[src/rtl/idexe_skid_pipe.sv]
// ID->EXE pipeline register built as a two-entry skid buffer, so in_ready
// never depends on out_ready. Also reports occupancy and a saturating stall count.
module idexe_skid_pipe #(
    parameter int DATA_W = 64,
    parameter int CTRL_W = 16,
    parameter int CNT_W  = 16
) (
    input  logic              clk,
    input  logic              rst,
    input  logic              flush,
    input  logic              in_valid,
    output logic              in_ready,
    input  logic [CTRL_W-1:0] in_ctrl,
    input  logic [DATA_W-1:0] in_data,
    output logic              out_valid,
    input  logic              out_ready,
    output logic [CTRL_W-1:0] out_ctrl,
    output logic [DATA_W-1:0] out_data,
    output logic [1:0]        occupancy,
    output logic [CNT_W-1:0]  stall_cnt
);

    // The encoding doubles as the occupancy count.
    typedef enum logic [1:0] {
        EMPTY = 2'd0,
        ONE   = 2'd1,
        FULL  = 2'd2
    } state_e;

    localparam logic [CNT_W-1:0] CNT_MAX = '1;

    state_e            state_q, state_d;
    logic [CTRL_W-1:0] head_ctrl_q, head_ctrl_d;
    logic [DATA_W-1:0] head_data_q, head_data_d;
    logic [CTRL_W-1:0] skid_ctrl_q, skid_ctrl_d;
    logic [DATA_W-1:0] skid_data_q, skid_data_d;
    logic [CNT_W-1:0]  stall_q, stall_d;

    logic in_fire;
    logic out_fire;

    // Reset gates the handshake and status outputs combinationally, so they
    // read as idle for the whole reset cycle and not just after the edge.
    assign in_ready  = (state_q != FULL) & ~flush & ~rst;
    assign out_valid = (state_q != EMPTY) & ~rst;
    assign out_ctrl  = out_valid ? head_ctrl_q : '0;
    assign out_data  = rst ? '0 : head_data_q;
    assign occupancy = rst ? 2'd0 : state_q;
    assign stall_cnt = rst ? '0 : stall_q;

    assign in_fire  = in_valid & in_ready;
    assign out_fire = out_valid & out_ready;

    // NOTE: every signal gets a default first so no path leaves one unassigned,
    // which would otherwise infer a latch.
    always_comb begin
        state_d     = state_q;
        head_ctrl_d = head_ctrl_q;
        head_data_d = head_data_q;
        skid_ctrl_d = skid_ctrl_q;
        skid_data_d = skid_data_q;
        stall_d     = stall_q;

        if (out_valid && !out_ready && stall_q != CNT_MAX) begin
            stall_d = stall_q + 1'b1;
        end

        // Flush only empties the state; head_data is left alone so out_data does not move.
        if (flush) begin
            state_d = EMPTY;
        end else begin
            unique case (state_q)
                EMPTY: begin
                    if (in_fire) begin
                        head_ctrl_d = in_ctrl;
                        head_data_d = in_data;
                        state_d     = ONE;
                    end
                end
                ONE: begin
                    if (in_fire && out_fire) begin
                        head_ctrl_d = in_ctrl;
                        head_data_d = in_data;
                    end else if (in_fire) begin
                        skid_ctrl_d = in_ctrl;
                        skid_data_d = in_data;
                        state_d     = FULL;
                    end else if (out_fire) begin
                        state_d = EMPTY;
                    end
                end
                FULL: begin
                    if (out_fire) begin
                        head_ctrl_d = skid_ctrl_q;
                        head_data_d = skid_data_q;
                        state_d     = ONE;
                    end
                end
                default: state_d = EMPTY;
            endcase
        end
    end

    // NOTE: state uses non-blocking assignments so every register samples the
    // pre-edge values; the payload registers are reset too, because out_data
    // must read 0 after reset.
    always_ff @(posedge clk) begin
        if (rst) begin
            state_q     <= EMPTY;
            head_ctrl_q <= '0;
            head_data_q <= '0;
            skid_ctrl_q <= '0;
            skid_data_q <= '0;
            stall_q     <= '0;
        end else begin
            state_q     <= state_d;
            head_ctrl_q <= head_ctrl_d;
            head_data_q <= head_data_d;
            skid_ctrl_q <= skid_ctrl_d;
            skid_data_q <= skid_data_d;
            stall_q     <= stall_d;
        end
    end

endmodule

[config.mk]
export PLATFORM = sky130hd
export DESIGN_NAME = idexe_skid_pipe
export DESIGN_NICKNAME = d
export VERILOG_FILES = /design/src/rtl/idexe_skid_pipe.sv
export SDC_FILE = /design/constraint.sdc
export NUM_CORES = 1
export LEC_CHECK = 0
export CORE_MARGIN = 2
export CORE_UTILIZATION = 50
export DETAILED_ROUTE_END_ITERATION = 12
export GPL_TIMING_DRIVEN = 0
export PLACE_DENSITY_LB_ADDON = 0.12
export SLEW_MARGIN = 20
export SYNTH_ARGS = -nofsm -noshare
export SYNTH_HDL_FRONTEND = slang
export SYNTH_SLANG_ARGS = --single-unit
[constraint.sdc]
create_clock -name clk -period 2.3 [get_ports clk]
set_input_delay 0.345 -clock clk [delete_from_list [all_inputs] [get_ports clk]]
set_output_delay 0.345 -clock clk [all_outputs]
set_load 0.05 [all_outputs]
Word-level counts from Yosys, hierarchy flattened. Index checks and enable logic that the tools add are counted.

Output and inout bits: 100. Input bits: 85. Bits in registers: 178.

Bitwise logic cells: 8. Equal/unequal tests: 9. $add $sub $neg: 1. Muxes and demuxes: 18. Reduce and logical (&&, ||, !) cells: 11.

Operators by type and width (count): two-way mux 64 bit (4); case mux 64 bit (3 select lines) (1); two-way mux 16 bit (5); case mux 16 bit (3 select lines) (1); adder 16 x 1 -> 16 bit, second input constant (1); inequality test 16 bit, second input constant (1); two-way mux 2 bit (6); inequality test 2 bit, second input constant (5); AND reduction 4 bit (2); case mux 2 bit (3 select lines) (1); bitwise AND 1 bit (5); AND reduction 5 bit (1); logical AND 1 bit (3); inequality test 3 bit, second input constant (1); NOT 1 bit (3); nonzero test 3 bit (1); == test 2 x 1 -> 1 bit, second input constant (1); == test 2 bit, second input constant (1); logical NOT 2 bit (1); nonzero test 2 bit (1); OR reduction 2 bit (1); logical NOT 1 bit (1).

Depth between registers and ports, before layout.
Word-level depth: 7. Gate-level depth with buffers: 7. Depth with buffers taken out: 5.

Least setup slack after synthesis. OpenSTA, ideal clock, no wires.

Kind: input-to-output. Start point: input rst. End point: output out_ctrl[10]. Slack: 0.168 ns. Path buffers: 1. Cell stages on the path: 4. Arrival time: 1.787 ns. Cells stage by stage: o21bai_2 -> inv_1 -> clkbuf_1 -> and2_1.

Word-level cells in the longest chain between the ends: 3.

Ends and longest elaborated chain: start: declaration (RTL line 9) `input logic rst,`; NOT 1 bit (RTL line 45) `assign out_valid = (state_q != EMPTY) & ~rst;`; bitwise AND 1 bit (RTL line 45); named net out_valid (RTL line 15) `output logic out_valid,`; two-way mux 16 bit (RTL line 46) `assign out_ctrl = out_valid ? head_ctrl_q : '0;`; end: declaration (RTL line 17) `output logic [CTRL_W-1:0] out_ctrl,`.

The timed path passes the listed nets, and every way through them passes these cells.

Worst setup path in the final report.
Start point: input rst. End point: output stall_cnt[1].

Word-level cells in the longest chain between the ends: 1.

Ends and longest elaborated chain: two-way mux 16 bit (RTL line 49) `assign stall_cnt = rst ? '0 : stall_q;`; end: declaration (RTL line 20) `output logic [CNT_W-1:0] stall_cnt`.

Every way passes these cells.

==> results.sh <==
export IMPL_grt_start_max_net_pins=20
export IMPL_final_layout_size_suffix_gt1_frac=0.140
export IMPL_final_fill_count=1317
export IMPL_worst_setup_path_end_kind="output port"
export IMPL_fmaxAchievable_ghz=0.444
export IMPL_avgRoutedWirePerCell_um=15.8
export IMPL_cts_hold_buffers=0
export IMPL_worst_endpoint_arrival_ps=1910
export IMPL_cellPowerDensity_nw_per_um2=642
export IMPL_layout_net_count=1217
export IMPL_worstPathCellList="clkdlybuf4s50_1 > clkbuf_2 > clkbuf_4 > nor2b_1 > clkdlybuf4s18_2"
export IMPL_max_clock_path_buffers=2
export IMPL_outcome="completed"
export IMPL_ant_nets=0
export IMPL_number_of_enable_type_register_cells_in_the_synthesized_netlist=0
export IMPL_final_min_clock_period_ps=2250
export IMPL_placement_stage_worst_setup_slack_ps=-1070
export IMPL_finalCritPeriodShare=0.978
export IMPL_synth_top_cell_by_area="sky130_fd_sc_hd__dfxtp_1"
export IMPL_worst_hold_startpoint="out_ready"
export IMPL_dieHeight_um=130
export IMPL_setup_violations_final=0
export IMPL_io_buffer_count=183
export IMPL_first_pass_grt_wire_length_um=32900
export IMPL_std_cell_rows=45
export IMPL_cts_repair_timing_setup_buffer_count=0
export IMPL_final_area_um2=10500
export IMPL_ys_top_cells_by_count="178 x sky130_fd_sc_hd__dfxtp_1, 168 x sky130_fd_sc_hd__a21oi_1, 166 x sky130_fd_sc_hd__nand2_1"
export IMPL_detailedPlacementHpwl_um=14900
export IMPL_netlist_area_leader_share=0.452
export IMPL_ir_worst_vdd_mv=0.525
export IMPL_synth_top_cells_by_area="sky130_fd_sc_hd__dfxtp_1 45%, sky130_fd_sc_hd__a21oi_1 11%, sky130_fd_sc_hd__mux2i_1 10%"
export IMPL_crit_path_start_kind="input pin"
export IMPL_place_inst=1326
export IMPL_drc_violation_count_after_routing=0
export IMPL_number_of_diodes_added_for_antenna_fixing=0
export IMPL_grt_overflow=0
export IMPL_first_global_vias=6670
export IMPL_synth_cell_type_count=33
export IMPL_die_width_um=130
export IMPL_worst_slew_pin_slew_ps=665
export IMPL_syn_area_per_cell_um2=8.46
export IMPL_worst_r2r_setup_slack_ps=220
export IMPL_cts_tree="done"
export IMPL_finalHoldWorstSlack_ps=219
export IMPL_multiInputGateArea_um2=3990
export IMPL_drt_iter0_markers=501
export IMPL_top_family_by_delay_on_critical_path="buffers and inverters"
export IMPL_static_leakage_power_uw=0.00417
export IMPL_dpl_cell_area_um2=9980
export IMPL_yosysWarnings=0
export IMPL_cpMaxStageDelayCell="sky130_fd_sc_hd__clkdlybuf4s50_1"
export IMPL_viasPerCell=5.35
export IMPL_path_buf_inv=4
export IMPL_clock_root_buffer="sky130_fd_sc_hd__clkbuf_16"
export IMPL_async_reset_ff_frac=0
export IMPL_worstSkewPairLatency_ps=430
export IMPL_place_gp_congestion=0.898
export IMPL_fin_skew_ps=7.47
export IMPL_detailed_router_iteration_count_before_antenna_repair=5
export IMPL_crit_start="rst"
export IMPL_path_type_of_the_worst_min_delay_path="in -> reg"
export IMPL_syn_nets=1018
export IMPL_criticalPathCategory="in -> out"
export IMPL_worst_r2r_startpoint="state_q[0]"
export IMPL_synthesis_instances=932
export IMPL_wl_final_um=21400
export IMPL_finalMaxSlewViolations=0
export IMPL_max_slew_margin=0.553
export IMPL_final_std_cells_w_o_fill=1354
export IMPL_start_util=0.515
export IMPL_ys_dominant_reg_cell="sky130_fd_sc_hd__dfxtp_1"
export IMPL_ys_seq_area_frac=0.452
export IMPL_worstPathMaxFanout=10
export IMPL_tns_ps=0
export IMPL_fin_ws_ps=49.7
export IMPL_grt_antenna_before_repair=0
export IMPL_grt_use_total=0.250
export IMPL_sequential_cell_area_in_the_final_layout_um2=3560
export IMPL_placeable_core_region_um2=15300
export IMPL_dieArea_um2=16800
export IMPL_netlist_area_um2=7890
export IMPL_clock_sinks=178
export IMPL_postSynthRegisterBits=178
export IMPL_numCtsBuffers=17
export IMPL_synth_most_common_cell="sky130_fd_sc_hd__dfxtp_1"
export IMPL_num_io_pins=185
export IMPL_h_tree_depth=4
export IMPL_grt_setup_unrepaired="true"
export IMPL_maxCapViolCount=0
export IMPL_cts_clk_slew_worst_paths_ps=60
export IMPL_crit_path_max_incr_delay_ps=480
export IMPL_critical_path_required_ps=1960
export IMPL_synthToLayoutAreaGrowth_pct=33.7
export IMPL_total_vias_in_the_final_route=7243
export IMPL_hold_violations=0
## layout by cell type, fill, tap and decap left out, drive strengths merged
cell type      count
inv                3
clkdlybuf4s15     67
a311oi             1
nor4               4
a21oi            168
mux2i             81
nor2b             82
nand3b             1
buf               35
o41ai              3
or2                2
o21bai             1
dfxtp            178
o22ai              1
or4                5
clkdlybuf4s18      5
nand3              7
nor3               4
nor2              11
nand4              6
clkdlybuf4s50     83
and2              19
clkinvlp           1
nand2b             3
mux2               7
nand2            166
o21ai              5
or3                3
a2111oi            1
clkinv             8
a211oi            80
bufinv             1
ha                 1
o31ai              3
clkbuf            86
dlygate4sd2        9
and3               2
## report_power, final
| part | leakage (µW) | total (µW) | switching, µW | internal [µW] |
|---|---|---|---|---|
| clock network | 0.000278 | 2760 | 1190 | 1560 |
| registers | 0.00144 | 3210 | 40.3 | 3170 |
| logic | 0.00244 | 808 | 478 | 330 |
## routing by layer
metal | GRT usage | vias to the layer above | share of wire | wire length, µm
met5 | 0 | - | 0 | 0
met4 | 0.0980 | 0 | 0.023 | 488
met3 | 0.0471 | 36 | 0.058 | 1240
met2 | 0.408 | 205 | 0.48 | 10200
met1 | 0.329 | 3349 | 0.44 | 9490
li1 | - | 3653 | - | -
## worst paths after layout
path                                        end  cells after the start
worst max-delay path               stall_cnt[1]                      5
worst min-delay path                 state_q[1]                      2
worst max register to register   head_ctrl_q[3]                      5
worst min register to register  skid_data_q[17]                      2
## final cells by class
| type | count | area share |
|---|---|---|
| Buffer | 81 | 0.0330 |
| Clock buffer | 21 | 0.0446 |
| Clock inverter | 10 | 0.00807 |
| Inverter | 3 | 0.00107 |
| Multi-Input combinational cell | 667 | 0.378 |
| Sequential cell | 178 | 0.338 |
| Tap cell | 211 | 0.0250 |
| Timing Repair Buffer | 183 | 0.172 |
## flip-flops by register name (all words and copies together) (netlist names)
register / count
state_q: 2
head_data_q: 64
head_ctrl_q: 16
skid_ctrl_q: 16
stall_q: 16
skid_data_q: 64
## cells by family (layout without fill, tap and decap cells)
group,Yosys count,in the layout,synth area share
AND/OR/NAND/NOR,315,315,0.194
AO/OA/AOI/OAI,263,263,0.197
flip-flops,178,178,0.452
multiplexers,88,88,0.113
buffers and inverters,87,298,0.0438
adder cells (fa/ha/maj),1,1,0.00159
## what timing repair did
action                                  4_1_cts  5_1_grt
gates resized for setup                     308       41
endpoints found under the setup margin      180      147
endpoints found under the hold margin         0        0
## per-stage QoR
step                      power (µW)   util
after CTS                       6810  0.692
after global routing            7010  0.689
after global placement          4080  0.652
after floorplan                 3730      -
final                           6770  0.689
after detailed placement        4090  0.652
No activity file was read; power rests on OpenSTA's default activity.
